File: config.mk
export PLATFORM = sky130hd
export DESIGN_NAME = cabac_bin_sequencer_flat
export DESIGN_NICKNAME = d
export VERILOG_FILES = /design/src/rtl/cabac_bin_sequencer_if.sv /design/src/rtl/cabac_bin_sequencer.sv /design/src/flat_wrapper.sv
export SDC_FILE = /design/constraint.sdc
export NUM_CORES = 1
export LEC_CHECK = 0
export CAP_MARGIN = 0
export CORE_MARGIN = 2
export CORE_UTILIZATION = 25
export DETAILED_ROUTE_END_ITERATION = 6
export PLACE_DENSITY = 0.55
export SLEW_MARGIN = 30
export SYNTH_ARGS = -nofsm -noshare
export SYNTH_HDL_FRONTEND = slang
export SYNTH_SLANG_ARGS = --single-unit
File: constraint.sdc
create_clock -name clk -period 2.9 [get_ports clk]
set_input_delay 0.58 -clock clk [delete_from_list [all_inputs] [get_ports clk]]
set_output_delay 0.58 -clock clk [all_outputs]
set_load 0.01 [all_outputs]
File: src/rtl/cabac_bin_sequencer_if.sv
// Handshake and control bundle between the CABAC bin sequencer and its command
// source, bitstream byte reader, decoder datapath and bin sink.
interface cabac_bin_sequencer_if #(
  parameter int BIN_WIDTH = 3,
  parameter int CNT_W     = 7
);
  logic                 cmd_valid;
  logic                 cmd_ready;
  logic [7:0]           cmd_pstate;
  logic                 cmd_bypass;
  logic [CNT_W-1:0]     cmd_num_bins;

  logic [7:0]           dec_pstate;
  logic                 dec_bypass;
  logic [1:0]           dec_n_bin;
  logic                 dec_step;
  logic [2:0]           dec_num_bits;
  logic [BIN_WIDTH-1:0] dec_bin;

  logic                 byte_request;
  logic                 byte_ready;
  logic [2:0]           byte_shift;
  logic signed [3:0]    bits_needed;

  logic                 bin_valid;
  logic [BIN_WIDTH-1:0] bin_data;
  logic [1:0]           bin_count;
  logic                 bin_ready;
  logic                 busy;

  modport master (
    input  cmd_valid, cmd_pstate, cmd_bypass, cmd_num_bins,
    input  dec_num_bits, dec_bin, byte_ready, bin_ready,
    output cmd_ready, dec_pstate, dec_bypass, dec_n_bin, dec_step,
    output byte_request, byte_shift, bits_needed,
    output bin_valid, bin_data, bin_count, busy
  );

  modport slave (
    output cmd_valid, cmd_pstate, cmd_bypass, cmd_num_bins,
    output dec_num_bits, dec_bin, byte_ready, bin_ready,
    input  cmd_ready, dec_pstate, dec_bypass, dec_n_bin, dec_step,
    input  byte_request, byte_shift, bits_needed,
    input  bin_valid, bin_data, bin_count, busy
  );
endinterface

File: src/rtl/cabac_bin_sequencer.sv
// CABAC bin decoder control sequencer: splits commands into decoder steps,
// tracks the bit budget and requests bitstream bytes on byte crossings.
module cabac_bin_sequencer #(
  parameter int BIN_WIDTH = 3,
  parameter int CNT_W     = 7
) (
  input  logic                  clk,
  input  logic                  reset,
  cabac_bin_sequencer_if.master bus
);
  typedef enum logic [1:0] {IDLE, RUN, WAIT_BYTE} state_t;

  state_t            state_reg, state_next;
  logic [7:0]        pstate_reg, pstate_next;
  logic              bypass_reg, bypass_next;
  logic [CNT_W-1:0]  remaining_reg, remaining_next;
  logic signed [3:0] bits_needed_reg, bits_needed_next;
  logic              byte_request_reg, byte_request_next;
  logic [2:0]        byte_shift_reg, byte_shift_next;

  logic [2:0]        step_bins;
  logic [1:0]        n_bin;
  logic              step;
  logic [2:0]        cons;
  logic signed [3:0] idx;
  logic [CNT_W-1:0]  dec_amount;

  always_comb begin
    step_bins  = (remaining_reg < CNT_W'(BIN_WIDTH)) ? 3'(remaining_reg) : 3'(BIN_WIDTH);
    n_bin      = (state_reg == RUN && bypass_reg) ? 2'(step_bins - 3'd1) : 2'd0;
    step       = (state_reg == RUN) && bus.bin_ready;
    cons       = bypass_reg ? ({1'b0, n_bin} + 3'd1) : bus.dec_num_bits;
    // Budget is at most -1 and cons at most 7, so the sum always fits in 4 bits.
    idx        = bits_needed_reg + $signed({1'b0, cons});
    dec_amount = bypass_reg ? (CNT_W'(n_bin) + CNT_W'(1)) : CNT_W'(1);
  end

  always_comb begin
    state_next        = state_reg;
    pstate_next       = pstate_reg;
    bypass_next       = bypass_reg;
    remaining_next    = remaining_reg;
    bits_needed_next  = bits_needed_reg;
    byte_request_next = byte_request_reg;
    byte_shift_next   = byte_shift_reg;
    case (state_reg)
      IDLE: begin
        if (bus.cmd_valid) begin
          pstate_next    = bus.cmd_pstate;
          bypass_next    = bus.cmd_bypass;
          remaining_next = bus.cmd_num_bins;
          if (bus.cmd_num_bins != '0) state_next = RUN;
        end
      end
      RUN: begin
        if (step) begin
          remaining_next = remaining_reg - dec_amount;
          if (!idx[3]) begin
            // idx - 8 for idx in 0..6 is just the low bits with the sign bit set.
            bits_needed_next  = $signed({1'b1, idx[2:0]});
            byte_request_next = 1'b1;
            byte_shift_next   = idx[2:0];
            state_next        = WAIT_BYTE;
          end else begin
            bits_needed_next = idx;
            if (remaining_next == '0) state_next = IDLE;
          end
        end
      end
      WAIT_BYTE: begin
        if (bus.byte_ready) begin
          byte_request_next = 1'b0;
          state_next        = (remaining_reg != '0) ? RUN : IDLE;
        end
      end
      default: state_next = IDLE;
    endcase
  end

  always_ff @(posedge clk or posedge reset) begin
    if (reset) begin
      state_reg        <= IDLE;
      pstate_reg       <= 8'd0;
      bypass_reg       <= 1'b0;
      remaining_reg    <= '0;
      bits_needed_reg  <= -4'sd8;
      byte_request_reg <= 1'b0;
      byte_shift_reg   <= 3'd0;
    end else begin
      state_reg        <= state_next;
      pstate_reg       <= pstate_next;
      bypass_reg       <= bypass_next;
      remaining_reg    <= remaining_next;
      bits_needed_reg  <= bits_needed_next;
      byte_request_reg <= byte_request_next;
      byte_shift_reg   <= byte_shift_next;
    end
  end

  assign bus.cmd_ready    = (state_reg == IDLE);
  assign bus.busy         = (state_reg != IDLE);
  assign bus.dec_pstate   = pstate_reg;
  assign bus.dec_bypass   = bypass_reg;
  assign bus.dec_n_bin    = n_bin;
  assign bus.dec_step     = step;
  assign bus.byte_request = byte_request_reg;
  assign bus.byte_shift   = byte_shift_reg;
  assign bus.bits_needed  = bits_needed_reg;
  assign bus.bin_valid    = step;
  assign bus.bin_data     = bus.dec_bin;
  assign bus.bin_count    = n_bin;
endmodule

File: src/flat_wrapper.sv
// flat-port wrapper written by rule: the top's interface ports become plain ports
module cabac_bin_sequencer_flat 
#(
  parameter int BIN_WIDTH = 3,
  parameter int CNT_W     = 7
)
  (clk, reset, bus_cmd_valid, bus_cmd_pstate, bus_cmd_bypass, bus_cmd_num_bins, bus_dec_num_bits, bus_dec_bin, bus_byte_ready, bus_bin_ready, bus_cmd_ready, bus_dec_pstate, bus_dec_bypass, bus_dec_n_bin, bus_dec_step, bus_byte_request, bus_byte_shift, bus_bits_needed, bus_bin_valid, bus_bin_data, bus_bin_count, bus_busy);
  cabac_bin_sequencer_if #(.BIN_WIDTH(BIN_WIDTH), .CNT_W(CNT_W)) bus_i ();
  input  logic clk;
  input  logic reset;
  input wire logic [$bits(bus_i.cmd_valid)-1:0] bus_cmd_valid;
  input wire logic [$bits(bus_i.cmd_pstate)-1:0] bus_cmd_pstate;
  input wire logic [$bits(bus_i.cmd_bypass)-1:0] bus_cmd_bypass;
  input wire logic [$bits(bus_i.cmd_num_bins)-1:0] bus_cmd_num_bins;
  input wire logic [$bits(bus_i.dec_num_bits)-1:0] bus_dec_num_bits;
  input wire logic [$bits(bus_i.dec_bin)-1:0] bus_dec_bin;
  input wire logic [$bits(bus_i.byte_ready)-1:0] bus_byte_ready;
  input wire logic [$bits(bus_i.bin_ready)-1:0] bus_bin_ready;
  output wire logic [$bits(bus_i.cmd_ready)-1:0] bus_cmd_ready;
  output wire logic [$bits(bus_i.dec_pstate)-1:0] bus_dec_pstate;
  output wire logic [$bits(bus_i.dec_bypass)-1:0] bus_dec_bypass;
  output wire logic [$bits(bus_i.dec_n_bin)-1:0] bus_dec_n_bin;
  output wire logic [$bits(bus_i.dec_step)-1:0] bus_dec_step;
  output wire logic [$bits(bus_i.byte_request)-1:0] bus_byte_request;
  output wire logic [$bits(bus_i.byte_shift)-1:0] bus_byte_shift;
  output wire logic [$bits(bus_i.bits_needed)-1:0] bus_bits_needed;
  output wire logic [$bits(bus_i.bin_valid)-1:0] bus_bin_valid;
  output wire logic [$bits(bus_i.bin_data)-1:0] bus_bin_data;
  output wire logic [$bits(bus_i.bin_count)-1:0] bus_bin_count;
  output wire logic [$bits(bus_i.busy)-1:0] bus_busy;
  assign bus_i.cmd_valid = bus_cmd_valid;
  assign bus_i.cmd_pstate = bus_cmd_pstate;
  assign bus_i.cmd_bypass = bus_cmd_bypass;
  assign bus_i.cmd_num_bins = bus_cmd_num_bins;
  assign bus_i.dec_num_bits = bus_dec_num_bits;
  assign bus_i.dec_bin = bus_dec_bin;
  assign bus_i.byte_ready = bus_byte_ready;
  assign bus_i.bin_ready = bus_bin_ready;
  assign bus_cmd_ready = bus_i.cmd_ready;
  assign bus_dec_pstate = bus_i.dec_pstate;
  assign bus_dec_bypass = bus_i.dec_bypass;
  assign bus_dec_n_bin = bus_i.dec_n_bin;
  assign bus_dec_step = bus_i.dec_step;
  assign bus_byte_request = bus_i.byte_request;
  assign bus_byte_shift = bus_i.byte_shift;
  assign bus_bits_needed = bus_i.bits_needed;
  assign bus_bin_valid = bus_i.bin_valid;
  assign bus_bin_data = bus_i.bin_data;
  assign bus_bin_count = bus_i.bin_count;
  assign bus_busy = bus_i.busy;
  cabac_bin_sequencer #(.BIN_WIDTH(BIN_WIDTH), .CNT_W(CNT_W)) u_core (.clk(clk), .reset(reset), .bus(bus_i));
endmodule
==> results_dict.tcl <==
set metrics [dict create \
    min_period_ns 2.81 \
    crit_path_cell_trace "or3_4, nor3_4, nor3b_4, ha_1, nand2_2, o21ai_1, ha_1, a21o_1, a21oi_2, nor2_4, mux2_2" \
    io_buffer_count 47 \
    floorplan.core_area_sq_mm 0.00585 \
    dp.final_hpwl_microns 2850 \
    clkTransAtPathRegs_ns 0.10 \
    design.final.nets 242 \
    timing.critical_path.mode_cell "ha_1" \
    clock.fmax_mhz 356 \
    max-vdd-ir-drop_uv 334 \
    postCtsHoldBufs 0 \
    first_pass_iters 3 \
    path_class "reg2reg" \
    syn_area_per_cell_sq_um 9.92 \
    antennaDiodeCount 0 \
    p_clk_frac 0.092 \
    placedCellCount 273 \
    post_route_cells_drive_above_1_share 0.239 \
    multi_input_area_sq_um 825 \
    largest_register_ff_count 8 \
    synth_seq_cells 25 \
    die_w_microns 81.1 \
    vias_in_the_first_global_route 1239 \
    grt-ovfl-total 0 \
    grt_start_max_net_pins 26 \
    worst_path_max_delay_cell "or3_4" \
    fin_skew_ns 0.00584 \
    drt-initial-drc-count 55 \
    unrepaired_setup_endpoints_after_global_routing "yes" \
    via_per_inst 4.52 \
    wire_per_inst_microns 13.1 \
    kind_of_cell_adding_the_most_delay_to_the_critical_path "simple AND/OR/NAND/NOR gates" \
    worst-path-buf-inv 0 \
    power.share.switching 0.404 \
    vias 1266 \
    layout.filler_cells 580 \
    synth.yosys.warnings 0 \
    ctsLongestPathBuffers 2 \
    placed_cell_area_sq_mm 0.00210 \
    sum_of_routed_wire_length_over_all_layers_microns 3680 \
    finalInstanceArea_sq_mm 0.00223 \
    gp_congestion 0.759 \
    netlist.top_cell.by_area "dfrtp_1" \
    cts_num_sinks 25 \
    source_to_sink_clock_delay_at_the_later_pin_of_the_worst_skew_pair_ns 0.28 \
    final_cell_count_no_fill 280 \
    synth.cell_area_sq_mm 0.00149 \
    hp-class "reg2reg" \
    worst_slew_pin_slew_ns 0.782 \
    power.internal_uw 1480 \
    crit_path_start_kind "flop" \
    dp_worst_setup_slack_ns -0.0369 \
    drcViolationCount 0 \
    synth.lib_cells_used.distinct 37 \
    holdWs_ns 0.514 \
    syn_inst 150 \
    die_area_sq_mm 0.00658 \
    commonest_register_cell_after_synthesis "dfrtp_1" \
    crit_path_max_fanout 5 \
    tritoncts.num_buffers 3 \
    count_of_flip_flops_with_a_built_in_enable_after_synthesis 0 \
    synthDominantCellAreaShare 0.421 \
    power_per_cell_area_mw_per_mm2 1110 \
    gr-usage-all-layers 0.115 \
    layout_setup_ws_ns 0.0919 \
    headroom_to_the_max_slew_limit 0.479 \
    area.sequential_sq_um 626 \
    cts_tree "built" \
    initial_antenna_violation_count 0 \
    synthArstFlopShare 1.00 \
    yosys-top-cells-area "dfrtp_1 42%, mux2_2 9.8%, ha_1 5.9%" \
    die_h_microns 81.1 \
    total_switching_power_uw 1000 \
    cap_violations 0 \
    power.share.combinational 0.648 \
    p_seq_frac 0.260 \
    ant_nets 0 \
    power.leakage_uw 0.000936 \
    min_period_over_period 0.968 \
    setup_viol 0 \
    flow.area_growth_from_synthesis_pct 49.9 \
    clock-root-buffer "clkbuf_8" \
    postSynthNetCount 186 \
    timing.critical_path.arrival_ns 2.98 \
    seq_area_frac_synth 0.421 \
    final_hold_viol_count 0 \
    drv_slew 0 \
    grt_pass1_wl_microns 5840 \
    io_pins 55 \
    run_status "completed" \
    crit_required_ns 3.07 \
    htreeDepth 1 \
    slowest_delay_ns 0.41 \
    fin_tns_setup_ns 0 \
    setup.worst_path.end_class "flop" \
    initial_core_util 0.254 \
    num_rows 28 \
]
## kinds of logic after synthesis
family                     count (synthesis)  share of synthesized area
other                                      1                    0.00252
xor gates and xnor gates                   5                     0.0294
muxes                                     14                      0.105
AOI/OAI and AO/OA                         36                      0.151
and+or+nand+nor                           37                      0.127
buffers and inverters                     23                     0.0782
adders and majority gates                  9                     0.0858
DFF                                       25                      0.421
## power by group through the flow
stage                     Sequential (uW)  Combinational [uW]  Clock [uW]
final                                 646                1610         229
after global routing                  671                1780         253
after CTS                             641                1570         240
after detailed placement              651                1500           0
after global placement                644                1500           0
after floorplan                       704                 844           0
## worst register-to-register path, stage by stage (launching register included)
cell and delay [ns]:
dfrtp_1 0.40, or3_4 0.41, nor3_4 0.18, nor3b_4 0.26, ha_1 0.27, nand2_2 0.09, o21ai_1 0.11, ha_1 0.29
a21o_1 0.16, a21oi_2 0.19, nor2_4 0.08, mux2_2 0.27
## path summary, 6_finish.rpt
kind	from	to	slack [ns]	cells past startpoint
worst max-delay path	u_core.remaining_reg[6]$_DFFE_PP0P_	u_core.bus.byte_shift[0]$_DFFE_PP0P_	0.09	11
worst min-delay path	u_core.bus.dec_pstate[1]$_DFFE_PP0P_	u_core.bus.dec_pstate[1]$_DFFE_PP0P_	0.51	1
worst max register to register	u_core.remaining_reg[6]$_DFFE_PP0P_	u_core.bus.byte_shift[0]$_DFFE_PP0P_	0.09	11
worst min register to register	u_core.bus.dec_pstate[1]$_DFFE_PP0P_	u_core.bus.dec_pstate[1]$_DFFE_PP0P_	0.51	1
max in group asynchronous	reset	u_core.remaining_reg[1]$_DFFE_PP0P_	2.00	3
min in group asynchronous	reset	u_core.bus.dec_pstate[3]$_DFFE_PP0P_	0.64	3
## stage by stage
step,total power (uW),util
after detailed placement,2150,0.359
after floorplan,1550,-
after global routing,2700,0.381
after global placement,2150,0.359
after CTS,2450,0.373
final,2480,0.381
## placed cells by master (no fill, tap or decap), types with 2 or more instances in the layout
cell type / netlist / routed
mux2_2: 13 / 13
nand2b_1: 3 / 3
xnor2_1: 3 / 3
a211oi_1: 2 / 2
ha_1: 7 / 6
o21ai_0: 7 / 4
o22ai_1: 3 / 3
clkdlybuf4s50_1: 0 / 47
nand2_1: 10 / 9
or3_4: 0 / 2
nor2_1: 13 / 12
clkbuf_8: 0 / 3
dfrtp_1: 25 / 25
a21oi_1: 14 / 13
o21ai_1: 2 / 3
nand2_2: 1 / 2
inv_1: 11 / 11
buf_4: 7 / 15
## routing by layer
metal	wire [microns]	vias to the layer above	track usage
met5	0	-	0
met3	191	4	0.0256
met2	1760	33	0.194
met4	41	0	0.0356
met1	1680	607	0.147
li1	-	622	-
## synthesized netlist by cell type (2+ instances only)
master,instances
fa_1,2
nand2_1,10
a211oi_1,2
nor2_1,13
nor3_1,2
nand2b_1,3
xnor2_1,3
mux2_2,13
o22ai_1,3
buf_4,7
xor2_1,2
nor3b_2,2
o21ai_1,2
or3_1,2
buf_2,3
ha_1,7
dfrtp_1,25
o21ai_0,7
inv_1,11
a21oi_1,14
## timing repair
| item | in CTS | in global routing |
|---|---|---|
| buffers inserted | 3 | 0 |
| endpoints found under the setup margin | 3 | 10 |
| gates resized for setup | 3 | 9 |
| pin swaps | 6 | 2 |
## layout make-up
cell class | instances | share of cell area
well taps | 75 | 0.0421
multi-input cells | 102 | 0.370
repair buffers | 63 | 0.267
clock inverters | 1 | 0.00393
flip-flops and latches | 25 | 0.281
inverters | 11 | 0.0185
clock buffers | 3 | 0.0185
No activity file was read; power rests on OpenSTA's default activity.
